### src/rtl/instr_fetch.sv
// instr_fetch: instruction fetch/prefetch unit.
// Issues ROM reads from a private fetch address whenever a FIFO slot is still
// free after counting the read already in flight. Each ROM result is parked in a
// small prefetch FIFO together with its address, and the FIFO head goes to the
// core over a valid/ready handshake. A jump empties the FIFO, drops the read in
// flight and restarts fetching at the jump target.
module instr_fetch #(
  parameter int DEPTH = 4,
  parameter int AW    = 16
) (
  input  logic          clk,
  input  logic          reset_n,
  output logic          rom_en,
  output logic [AW-1:0] rom_addr,
  input  logic [15:0]   rom_data,
  input  logic          jump,
  input  logic [AW-1:0] jump_addr,
  output logic [15:0]   instr,
  output logic [AW-1:0] instr_pc,
  output logic          instr_valid,
  input  logic          instr_ready
);

  localparam int PW = $clog2(DEPTH);
  localparam int CW = PW + 1;
  localparam logic [CW-1:0] DEPTH_C  = CW'(DEPTH);
  localparam logic [CW-1:0] CNT_ONE  = CW'(1'b1);
  localparam logic [PW-1:0] PTR_ONE  = PW'(1'b1);
  localparam logic [AW-1:0] ADDR_ONE = AW'(1'b1);

  // Architectural state
  logic [AW-1:0] fetch_addr_q, fetch_addr_d;
  logic          inflight_q,   inflight_d;
  logic [AW-1:0] tag_q,        tag_d;
  logic [PW-1:0] wptr_q,       wptr_d;
  logic [PW-1:0] rptr_q,       rptr_d;
  logic [CW-1:0] count_q,      count_d;

  // Prefetch storage: instruction word and the address it came from
  logic [15:0]   fifo_instr_q [DEPTH];
  logic [AW-1:0] fifo_pc_q    [DEPTH];

  // Per-cycle events
  logic [CW-1:0] used_s;
  logic          credit_s;
  logic          issue_s;
  logic          push_s;
  logic          pop_s;

  // Slots already spoken for: buffered entries plus the read still coming back.
  assign used_s   = count_q + (inflight_q ? CNT_ONE : {CW{1'b0}});
  assign credit_s = (used_s < DEPTH_C);

  // The strobe depends on registered state only; reset_n forces it low while held.
  assign rom_en   = reset_n & credit_s;
  assign rom_addr = fetch_addr_q;

  // A jump cancels every issue, return and pop at its edge.
  assign issue_s  = credit_s & ~jump;
  assign push_s   = inflight_q & ~jump;

  assign instr_valid = (count_q != {CW{1'b0}});
  assign pop_s       = instr_valid & instr_ready & ~jump;

  // Head is presented as zero when empty, which also keeps it zero under reset.
  assign instr    = instr_valid ? fifo_instr_q[rptr_q] : 16'h0000;
  assign instr_pc = instr_valid ? fifo_pc_q[rptr_q]    : {AW{1'b0}};

  // Next-state logic for fetch address, in-flight tracking and FIFO bookkeeping.
  always_comb begin
    fetch_addr_d = fetch_addr_q;
    inflight_d   = inflight_q;
    tag_d        = tag_q;
    wptr_d       = wptr_q;
    rptr_d       = rptr_q;
    count_d      = count_q;
    if (jump) begin
      fetch_addr_d = jump_addr;
      inflight_d   = 1'b0;
      wptr_d       = {PW{1'b0}};
      rptr_d       = {PW{1'b0}};
      count_d      = {CW{1'b0}};
    end else begin
      if (issue_s) begin
        inflight_d   = 1'b1;
        tag_d        = fetch_addr_q;
        fetch_addr_d = fetch_addr_q + ADDR_ONE;
      end else begin
        inflight_d   = 1'b0;
      end
      if (push_s) begin
        wptr_d = wptr_q + PTR_ONE;
      end else begin
        wptr_d = wptr_q;
      end
      if (pop_s) begin
        rptr_d = rptr_q + PTR_ONE;
      end else begin
        rptr_d = rptr_q;
      end
      case ({push_s, pop_s})
        2'b10:   count_d = count_q + CNT_ONE;
        2'b01:   count_d = count_q - CNT_ONE;
        default: count_d = count_q;
      endcase
    end
  end

  // Control state register with asynchronous active-low reset.
  always_ff @(posedge clk or negedge reset_n) begin
    if (!reset_n) begin
      fetch_addr_q <= {AW{1'b0}};
      inflight_q   <= 1'b0;
      tag_q        <= {AW{1'b0}};
      wptr_q       <= {PW{1'b0}};
      rptr_q       <= {PW{1'b0}};
      count_q      <= {CW{1'b0}};
    end else begin
      fetch_addr_q <= fetch_addr_d;
      inflight_q   <= inflight_d;
      tag_q        <= tag_d;
      wptr_q       <= wptr_d;
      rptr_q       <= rptr_d;
      count_q      <= count_d;
    end
  end

  // FIFO storage: capture the returning ROM word with its address tag.
  always_ff @(posedge clk or negedge reset_n) begin
    if (!reset_n) begin
      for (int i = 0; i < DEPTH; i++) begin
        fifo_instr_q[i] <= 16'h0000;
        fifo_pc_q[i]    <= {AW{1'b0}};
      end
    end else if (push_s) begin
      fifo_instr_q[wptr_q] <= rom_data;
      fifo_pc_q[wptr_q]    <= tag_q;
    end
  end

endmodule

### config.mk
export PLATFORM = sky130hd
export DESIGN_NAME = instr_fetch
export DESIGN_NICKNAME = d
export VERILOG_FILES = /design/src/rtl/instr_fetch.sv
export SDC_FILE = /design/constraint.sdc
export NUM_CORES = 1
export LEC_CHECK = 0
export CORE_AREA = 4 4 130 132
export DETAILED_ROUTE_END_ITERATION = 7
export DIE_AREA = 0 0 134 136
export PLACE_DENSITY_LB_ADDON = 0.08
export SETUP_SLACK_MARGIN = 0.4
export SKIP_CTS_REPAIR_TIMING = 1
export SYNTH_ARGS = -nofsm -noshare
export SYNTH_HDL_FRONTEND = slang
export SYNTH_SLANG_ARGS = --single-unit
### constraint.sdc
create_clock -name clk -period 2.9 [get_ports clk]
set_input_delay 0.435 -clock clk [delete_from_list [all_inputs] [get_ports clk]]
set_output_delay 0.435 -clock clk [all_outputs]
set_load 0.005 [all_outputs]
==> results.py <==
metrics = {
    "outcome": {
        "status": "complete, no violations",
    },
    "floorplan": {
        "coreArea_um2": 15700,
        "start_util_pct": 49.4,
        "die_w_um": 134,
        "die_h_um": 136,
        "ioPinCount": 86,
        "rows": 46,
        "die_area_um2": 18200,
    },
    "finish": {
        "final_cell_mix": "162 x dfrtp_1, 145 x mux2_2, 84 x clkdlybuf4s50_1",
        "post-route-util_pct": 61.2,
        "final_common_cell": "dfrtp_1",
        "fillers": 1215,
        "syn_to_final_growth_pct": 23.9,
        "fin_cells": 858,
        "nets": 671,
        "layout-drive-gt1-share_pct": 38.5,
        "diodes": 0,
    },
    "timing": {
        "period_minus_slack_ns": 2.63,
        "slew_violations": 0,
        "hold_viol": 0,
        "timing.final.ws_setup_ns": 0.269,
        "slew_headroom_pct": 52.1,
        "rsz0062_at_grt": "true",
        "period_share_pct": 90.7,
        "fmax_ghz": 0.380,
        "worst_pin_slew_ns": 0.719,
        "setup_viol": 0,
        "finalSetupTns_ns": 0,
        "final.setup_skew_ns": 0.0102,
    },
    "routing": {
        "vias": 4731,
        "drtIter0Drc": 168,
        "routed_wl_um": 16400,
        "antenna_left": 0,
        "routed_via_density": 5.51,
        "drc": 0,
        "drt-pass1-iter-count": 4,
        "wl_per_cell_um": 19.1,
    },
    "worst_setup_path": {
        "worst_setup_path_end_kind": "output pin",
        "crit_fanout": 21,
        "timing.rr.end": "count_q[2]",
        "crit_type": "flop to output pin",
        "critPathArrivalTime_ns": 2.20,
        "r2r_slack_ns": 0.64,
        "cp.required_ns": 2.47,
        "ff2ff_path_depth": 6,
        "startpoint_type": "flop",
        "r2r_start": "count_q[2]",
    },
    "power": {
        "p_sw_share_pct": 28.5,
        "power_mw": 9.85,
        "internal_power_mw": 7.04,
        "power_frac_seq_pct": 40.5,
        "p_per_area_nw_per_um2": 1020,
        "leakage_nw": 4.06,
        "p_comb_share_pct": 35.8,
        "power_frac_clock_pct": 23.7,
        "ir_drop_v": 0.000629,
        "p_switching_mw": 2.81,
    },
    "synth": {
        "synth_cell_types": 41,
        "ys_seq_area_share_pct": 54.1,
        "synthFlopType": "dfrtp_1",
        "syn_area_per_cell_um2": 14.3,
        "netlist_area_um2": 7760,
        "syn_inst": 542,
        "synth_warnings": 0,
        "syn-num-nets": 584,
        "synth_edf_count": 0,
        "synth_seq_cells": 168,
        "synthArstFlopShare_pct": 100,
    },
    "global_route": {
        "grt_pass1_vias": 5200,
        "grt_max_degree": 57,
        "antenna_found_initial": 0,
        "gr-usage-all-layers_pct": 19.0,
        "grt-ovfl-total": 0,
        "grt_pass1_wl_um": 27000,
    },
    "run": {
        "maxCapViolations": 0,
    },
    "clock_network": {
        "cts_buffer_depth": 2,
        "clkTransAtPathRegs_ns": 0.06,
        "htree_num_levels": 4,
        "worstSkewPairLatency_ns": 0.42,
        "cts_root_buf": "clkbuf_16",
        "cts_made_buffers": 17,
        "clock_sinks": 168,
        "cts_tree": "yes",
    },
    "place": {
        "dp_cells": 820,
        "gp_congestion": 0.841,
        "numPortBuffers": 85,
        "dp_hpwl_um": 10600,
        "place_ws_ns": 0.477,
    },
    "worst_hold_path": {
        "hp-class": "primary input to async pin",
    },
}
-- kinds of logic after synthesis --
group / synth area share, %
buffers and inverters: 2.55
DFF: 54.1
and+or+nand+nor: 7.83
muxes: 31.0
AOI/OAI and AO/OA: 2.51
xor gates and xnor gates: 0.886
adders and majority gates: 1.06
-- critical path: stages (launching register included) --
cell	delay, ns
dfrtp_4	0.57
buf_12	0.24
mux4_2	0.31
and2_1	0.17
clkdlybuf4s50_1	0.47
-- worst max-delay path by stage --
stage          startpoint           end  slack, ns  cells after the start
6_report        rptr_q[1]   instr_pc[6]       0.27                      4
5_1_grt         rptr_q[0]   instr_pc[6]       0.17                      4
4_1_cts        count_q[2]   instr_pc[6]      0.002                      4
3_5_place_dp   count_q[2]  instr_pc[14]       0.48                      4
3_3_place_gp   count_q[2]   instr_pc[6]       0.46                      4
2_1_floorplan  count_q[2]    count_q[2]       0.68                      7
-- stage by stage --
step | hold WS, ns | instance area [um^2]
finish | 0.394 | 9620
detailed placement | 0.265 | 8900
global placement | 0.267 | 8900
CTS | -0.194 | 9520
floorplan | 0.139 | 7760
global route | 0.392 | 9620
-- layer usage --
layer	routed length, um	GRT usage (%)
met4	167	4.74
met5	0	0
met1	7430	25.6
met3	567	4.52
met2	8220	31.5
-- layout make-up --
| type | instances | area (um^2) | share of cell area, % |
|---|---|---|---|
| Clock buffer | 17 | 425 | 4.42 |
| Clock inverter | 15 | 190 | 1.98 |
| Inverter | 3 | 11.3 | 0.117 |
| Multi-Input combinational cell | 333 | 3390 | 35.3 |
| Sequential cell | 168 | 4210 | 43.8 |
| Tap cell | 216 | 270 | 2.81 |
| Timing Repair Buffer | 106 | 1120 | 11.6 |
-- cell usage after synthesis, types with 2 or more instances --
| cell | count | area, um^2 |
|---|---|---|
| or3_1 | 2 | 12.5 |
| and4_1 | 2 | 17.5 |
| mux2i_1 | 4 | 40.0 |
| dfrtp_1 | 168 | 4200 |
| or4_1 | 10 | 75.1 |
| a31oi_1 | 7 | 43.8 |
| mux4_2 | 32 | 721 |
| o21ai_0 | 4 | 20.0 |
| nand3_1 | 13 | 65.1 |
| ha_1 | 5 | 62.6 |
| nand4_1 | 3 | 18.8 |
| and3_1 | 2 | 12.5 |
| buf_1 | 12 | 45.0 |
| xor2_1 | 4 | 35.0 |
| inv_1 | 3 | 11.3 |
| o211ai_1 | 4 | 30.0 |
| o31ai_1 | 7 | 52.6 |
| nor2_1 | 14 | 52.6 |
| buf_6 | 5 | 56.3 |
| mux2_2 | 145 | 1630 |
| xnor2_1 | 2 | 17.5 |
| buf_2 | 5 | 25.0 |
| clkbuf_1 | 16 | 60.1 |
| and2_1 | 34 | 213 |
| a21oi_1 | 3 | 15.0 |
| or2_2 | 2 | 12.5 |
| nand2_1 | 20 | 75.1 |
-- power by group through the flow --
stage	Combinational, mW	Clock [mW]	Sequential [mW]
finish	3.53	2.34	3.99
global route	3.83	2.48	4.13
CTS	3.48	2.39	3.98
detailed placement	3.46	0	4.02
global placement	3.38	0	3.94
floorplan	2.28	0	3.74
-- sequential cells by signal, indices dropped and copies added, names as in the netlist --
| signal | flops |
|---|---|
| fifo_pc_q | 64 |
| inflight_q | 1 |
| count_q | 3 |
| rom_addr | 16 |
| tag_q | 16 |
| wptr_q | 2 |
| rptr_q | 2 |
| fifo_instr_q | 64 |
(Power assumes the default switching activity.)
